## src/rtl/pc_pkg.sv

```systemverilog
// Shared types and constants for the fetch-stage program-counter generator.
package pc_pkg;

  localparam int unsigned NPC_OP_W = 3;

  localparam logic [31:0] DEF_RESET_VEC = 32'h0000_0000;
  localparam logic [31:0] DEF_TRAP_VEC  = 32'h0000_0080;

  // Next-PC operation; codes 6 and 7 are reserved and behave as SEQ
  typedef enum logic [NPC_OP_W-1:0] {
    OP_SEQ    = 3'd0,
    OP_BRANCH = 3'd1,
    OP_JUMP   = 3'd2,
    OP_JR     = 3'd3,
    OP_CALL   = 3'd4,
    OP_RET    = 3'd5
  } npc_op_e;

endpackage

```

## src/rtl/pc_ras.sv

```systemverilog
// Circular return-address stack: a push when full overwrites the oldest entry.
module pc_ras #(
  parameter int unsigned XLEN      = 32,
  parameter int unsigned RAS_DEPTH = 4
) (
  input  logic            clk,
  input  logic            rst_n,
  input  logic            push,
  input  logic            pop,
  input  logic            clear,
  input  logic [XLEN-1:0] push_data,
  output logic [XLEN-1:0] top,
  output logic            empty,
  output logic            full
);

  localparam int unsigned PTR_W = (RAS_DEPTH > 1) ? $clog2(RAS_DEPTH) : 1;
  localparam int unsigned CNT_W = $clog2(RAS_DEPTH + 1);

  logic [XLEN-1:0]  mem_q [RAS_DEPTH];
  logic [PTR_W-1:0] ptr_q;   // next slot to write
  logic [CNT_W-1:0] cnt_q;   // valid entries, saturating at RAS_DEPTH
  logic [PTR_W-1:0] top_idx;

  // Pointer, count and storage update; pop is ignored when the stack is empty
  always_ff @(posedge clk or negedge rst_n) begin
    if (!rst_n) begin
      ptr_q <= '0;
      cnt_q <= '0;
      for (int i = 0; i < int'(RAS_DEPTH); i++) begin
        mem_q[i] <= '0;
      end
    end else if (clear) begin
      ptr_q <= '0;
      cnt_q <= '0;
    end else if (push) begin
      mem_q[ptr_q] <= push_data;
      ptr_q        <= ptr_q + PTR_W'(1);
      if (cnt_q != CNT_W'(RAS_DEPTH)) begin
        cnt_q <= cnt_q + CNT_W'(1);
      end
    end else if (pop && (cnt_q != '0)) begin
      ptr_q <= ptr_q - PTR_W'(1);
      cnt_q <= cnt_q - CNT_W'(1);
    end
  end

  // Status and top-of-stack view of the registered state
  always_comb begin
    top_idx = ptr_q - PTR_W'(1);
    empty   = (cnt_q == '0);
    full    = (cnt_q == CNT_W'(RAS_DEPTH));
    top     = empty ? '0 : mem_q[top_idx];
  end

endmodule

```

## src/rtl/pc_gen.sv

```systemverilog
// Fetch-stage PC generator: prioritised next-PC select, PC register and misalign flag.
module pc_gen
  import pc_pkg::*;
#(
  parameter int unsigned     XLEN      = 32,
  parameter logic [XLEN-1:0] RESET_VEC = XLEN'(DEF_RESET_VEC),
  parameter logic [XLEN-1:0] TRAP_VEC  = XLEN'(DEF_TRAP_VEC),
  parameter int unsigned     RAS_DEPTH = 4
) (
  input  logic                clk,
  input  logic                rst_n,
  input  logic                stall,
  input  logic [NPC_OP_W-1:0] npc_op,
  input  logic [XLEN-1:0]     npc_target,
  input  logic [XLEN-1:0]     npc_link,
  input  logic                redirect,
  input  logic [XLEN-1:0]     redirect_pc,
  input  logic                trap,
  output logic [XLEN-1:0]     pc,
  output logic [XLEN-1:0]     pc_plus4,
  output logic [XLEN-1:0]     ras_top,
  output logic                ras_empty,
  output logic                ras_full,
  output logic                misalign
);

  logic [XLEN-1:0] pc_q;
  logic [XLEN-1:0] pc_nxt;
  logic [XLEN-1:0] tgt_src;
  logic            tgt_load;
  logic            mis_q;
  logic            mis_nxt;
  logic            ras_push;
  logic            ras_pop;
  logic            ras_clear;
  npc_op_e         op;

  pc_ras #(
    .XLEN      (XLEN),
    .RAS_DEPTH (RAS_DEPTH)
  ) u_ras (
    .clk       (clk),
    .rst_n     (rst_n),
    .push      (ras_push),
    .pop       (ras_pop),
    .clear     (ras_clear),
    .push_data (npc_link),
    .top       (ras_top),
    .empty     (ras_empty),
    .full      (ras_full)
  );

  // Next-PC priority: trap, redirect, stall, then the requested operation
  always_comb begin
    pc_nxt    = pc_q;
    tgt_src   = npc_target;
    tgt_load  = 1'b0;
    ras_push  = 1'b0;
    ras_pop   = 1'b0;
    ras_clear = 1'b0;
    op        = npc_op_e'(npc_op);
    if (trap) begin
      pc_nxt    = TRAP_VEC;
      ras_clear = 1'b1;
    end else if (redirect) begin
      tgt_src  = redirect_pc;
      tgt_load = 1'b1;
    end else if (!stall) begin
      case (op)
        OP_BRANCH, OP_JUMP, OP_JR: tgt_load = 1'b1;
        OP_CALL: begin
          tgt_load = 1'b1;
          ras_push = 1'b1;
        end
        OP_RET: begin
          tgt_load = 1'b1;
          if (!ras_empty) begin
            tgt_src = ras_top;
            ras_pop = 1'b1;
          end
        end
        default: pc_nxt = pc_plus4;
      endcase
    end
    mis_nxt = tgt_load && (tgt_src[1:0] != 2'b00);
    if (tgt_load) begin
      pc_nxt = {tgt_src[XLEN-1:2], 2'b00};
    end
  end

  // PC and misalign registers
  always_ff @(posedge clk or negedge rst_n) begin
    if (!rst_n) begin
      pc_q  <= RESET_VEC;
      mis_q <= 1'b0;
    end else begin
      pc_q  <= pc_nxt;
      mis_q <= mis_nxt;
    end
  end

  // Registered-state views
  always_comb begin
    pc       = pc_q;
    pc_plus4 = pc_q + XLEN'(4);
    misalign = mis_q;
  end

endmodule
```

## config.mk

```make
export PLATFORM = sky130hd
export DESIGN_NAME = pc_gen
export DESIGN_NICKNAME = d
export VERILOG_FILES = /design/src/rtl/pc_pkg.sv /design/src/rtl/pc_ras.sv /design/src/rtl/pc_gen.sv
export SDC_FILE = /design/constraint.sdc
export NUM_CORES = 1
export LEC_CHECK = 0
export CAP_MARGIN = 25
export CORE_AREA = 5 5 129 131
export CTS_CLUSTER_DIAMETER = 120
export CTS_CLUSTER_SIZE = 16
export DETAILED_ROUTE_END_ITERATION = 10
export DIE_AREA = 0 0 134 136
export DONT_BUFFER_PORTS = 1
export PLACE_DENSITY = 0.76
export SETUP_SLACK_MARGIN = 0.3
export SYNTH_ARGS = -nofsm -noshare
export SYNTH_HDL_FRONTEND = slang
export SYNTH_SLANG_ARGS = --single-unit
```

## constraint.sdc

```tcl
create_clock -name clk -period 7.7 [get_ports clk]
set_input_delay 1.54 -clock clk [delete_from_list [all_inputs] [get_ports clk]]
set_output_delay 1.54 -clock clk [all_outputs]
set_load 0.005 [all_outputs]
```

==> impl_results.md <==
* Hold crit path type: register to register
* Antenna violations before repair at 0
* Die area at about 18000 µm²
* Clock slew at reported path FFs at 0.07 ns
* Final hold vios at 0
* Largest net degree at the start of global routing at 165
* DRT Wirelength at 24.66 mm
* Sink Count at 164
* Startpoint Class: register
* Starting Density at 58.06%
* # nets final at 819
* CTS buffer count at 17
* Hold endpoint: u_ras.mem_q[95]
* Input/output buffers at 0
* CP Max Fanout at 36
* Area leader, netlist: dfrtp_1
* Tcrit/Tclk final at 63.45%
* Vias in the first global route at 6461
* Worst-skew pair later-pin latency at 0.43 ns
* P_leak at roughly 4.5 nW
* Fmax at roughly 200 MHz
* PwrDens at 211.6 nW/µm²
* # setup viols final at 0
* Iteration-0 DRC Markers at ~530
* Warnings from Yosys at 0
* Worst path required time at slightly above 6 ns
* Worst Hold Depth at 1
* DP HPWL at about 18 mm
* Site Rows at 46
* Largest family of logic cells by synthesized area: multiplexers
* Worst VDD drop at 0.0001527 V
* # Post-CTS Setup Buffers at 0
* Fillers at 1201
* Routed Antenna Nets at 0
* Die Y-Extent at 136 µm
* Root Driver: clkbuf_16
* Status: complete, no violations
* CTS tree: yes
* Post-synth top area share at 45.66%
* R2r setup slk at 4.10 ns
* Synth cell types at 68
* First-pass GRT wire length at 38.39 mm
* Synth Area in Compound Gates at 9.465%
* Synth area leaders: dfrtp_1 46%, mux2_2 16%, mux4_2 8.0%
* Mux cell area share after synthesis at 26.42%
* R2R Path End: pc[26]
* Overflow after GRT at 0
* Vias/cell at 6.889
* Hold_buf cts at 0
* RSZ-0062 raised after global routing: no
* Crit end category: primary output
* Die X-Extent at 134 µm
* Final std cells w/o fill at 914
* First drt pass iteration count at 5
* Main synth FF type: dfrtp_1
* Placed Cells incl. Taps at 882
* Async set-reset flop share out of synthesis at between 90% and 100%
* Clock Skews at 0.01425 ns
* Wire length per cell at 26.98 µm
* Cell area after synthesis at 8989 µm²
* Syn_area_per_cell at 12.21 µm²
* Final setup TNS at 0 ns
* DRC at 0
* Fin crit period at 4.886 ns
* Post_cts resized at 0
* Clk buf depth at 2
* Layout cells sized above 1 at 30.06%
* I/O pin cnt at 203
* Adder-cell share of the synthesized area at 0.9187%
* Hold_sp: u_ras.mem_q[95]
* Core ar. at 15480 µm²
* Ant. Diodes at 0
* Worst R2R Start: u_ras.ptr_q[0]
* Xor/xnor share of the synthesized area at 3.021%
* Max-cap violations at 0
* Area grow syn2layout at 6.737%
* Pins Over Slew Limit at 0
* Worst r2r path cells at 8
* Htree depth at 4
* Total number of vias at 6297
* Number of synthesized flops with an enable pin at 0
* Seq cells post-synth at about 160
* Setup CP Type: register to primary output
* Gr usage total at between 20% and 30%
* Slew at the pin with the worst max-slew slack at 1.040 ns
* CP arrival at 3.35 ns
* Synth Instances at 736
* Sequential share of the synthesized area at 45.66%
* RD Place Congestion at 0.8917
* Post-Synth Simple-Gate Area at between 10% and 20%
* Slew headroom at between 30% and 40%
flip-flops by register name (all words and copies together), names as in the netlist:
name         cells
misalign         1
u_ras.cnt_q      3
u_ras.mem_q    128
pc              30
u_ras.ptr_q      2
worst max-delay path, stage by stage, from the launching register on:
cell and delay (ns):
dfrtp_2 0.34, buf_4 0.58, inv_1 0.14, ha_1 0.83, buf_4 0.42, mux4_2 0.38
and2_1 0.20
cells by family after synthesis:
logic type               count (synthesis)
buffers and inverters                   67
adder cells (fa/ha/maj)                  6
multiplexers                           181
AND/OR/NAND/NOR                        171
XOR/XNOR                                31
AO/OA/AOI/OAI                          115
flip-flops                             164
other                                    1
cell type report:
cell class	count	area [µm²]	share of cell area (%)
sequential	164	4105	42.79
clock buffer	19	442.9	4.617
multi-input combinational	508	4538	47.30
clock inverter	13	170.2	1.774
timing repair buffer	8	60.06	0.6260
tap	192	240.2	2.504
inverter	10	37.54	0.3912
where the power goes:
part	internal [mW]	switching [mW]
combinational	0.0806	0.0810
sequential	0.920	0.0672
clock	0.524	0.358
total	1.52	0.506
layout by cell type (no fill, tap or decap), types with 7 or more instances in the layout:
| cell type | count |
|---|---|
| a21oi_1 | 19 |
| a221o_1 | 10 |
| a22oi_1 | 7 |
| and2_1 | 33 |
| buf_4 | 8 |
| clkbuf_16 | 17 |
| dfrtp_1 | 163 |
| inv_1 | 10 |
| mux2_2 | 130 |
| mux2i_1 | 19 |
| mux4_2 | 32 |
| nand2_1 | 35 |
| nand3_1 | 25 |
| nand4_1 | 8 |
| nor2_1 | 27 |
| nor3_1 | 9 |
| o21ai_0 | 24 |
| xnor2_1 | 21 |
| xor2_1 | 10 |
through the flow:
| step | cell area, µm² | power (mW) | hold WS (ns) | setup slack, ns | util, % |
|---|---|---|---|---|---|
| CTS | 9594 | 2.040 | 0.5034 | 2.758 | 61.97 |
| global placement | 8981 | 1.150 | 0.4806 | 3.286 | 58.01 |
| detailed placement | 8981 | 1.163 | 0.4887 | 3.233 | 58.01 |
| finish | 9594 | 2.031 | 0.5017 | 2.814 | 61.97 |
| global route | 9594 | 2.100 | 0.5193 | 2.579 | 61.97 |
| floorplan | 9000 | 1.122 | 0.4738 | 3.850 | - |
how the worst max path moves through the flow:
stage	startpoint	endpoint	slack (ns)
floorplan	u_ras.ptr_q[0]	ras_top[13]	3.85
detailed placement	u_ras.ptr_q[0]	ras_top[31]	3.23
CTS	u_ras.ptr_q[0]	ras_top[17]	2.76
global route	u_ras.ptr_q[0]	ras_top[22]	2.58
global placement	u_ras.ptr_q[0]	ras_top[31]	3.29
finish	u_ras.ptr_q[0]	ras_top[26]	2.81
Yosys cell counts, drive strengths merged (3+ instances only):
cell / instances
dfrtp: 164
mux2: 130
nand2: 36
and2: 34
mux4: 32
buf: 31
nor2: 29
nand3: 27
clkbuf: 26
o21ai: 24
xnor2: 21
a21oi: 19
mux2i: 19
a221o: 10
inv: 10
nor3: 10
xor2: 10
nand4: 9
o311ai: 8
a22oi: 7
and3: 7
a211oi: 6
ha: 5
nor4: 5
o2bb2ai: 5
o32a: 5
a211o: 4
a311o: 4
and4: 4
or3: 4
a21o: 3
o211a: 3
o211ai: 3
routing by layer:
layer  GRT usage (%)  wire (µm)  vias to the layer above
met5               0          0                        -
met4           12.11        885                        0
met3           10.21       2499                       52
met2           43.40      11820                      300
met1           34.39       9448                     3246
li1                -          -                     2699
(Power assumes the default switching activity.)
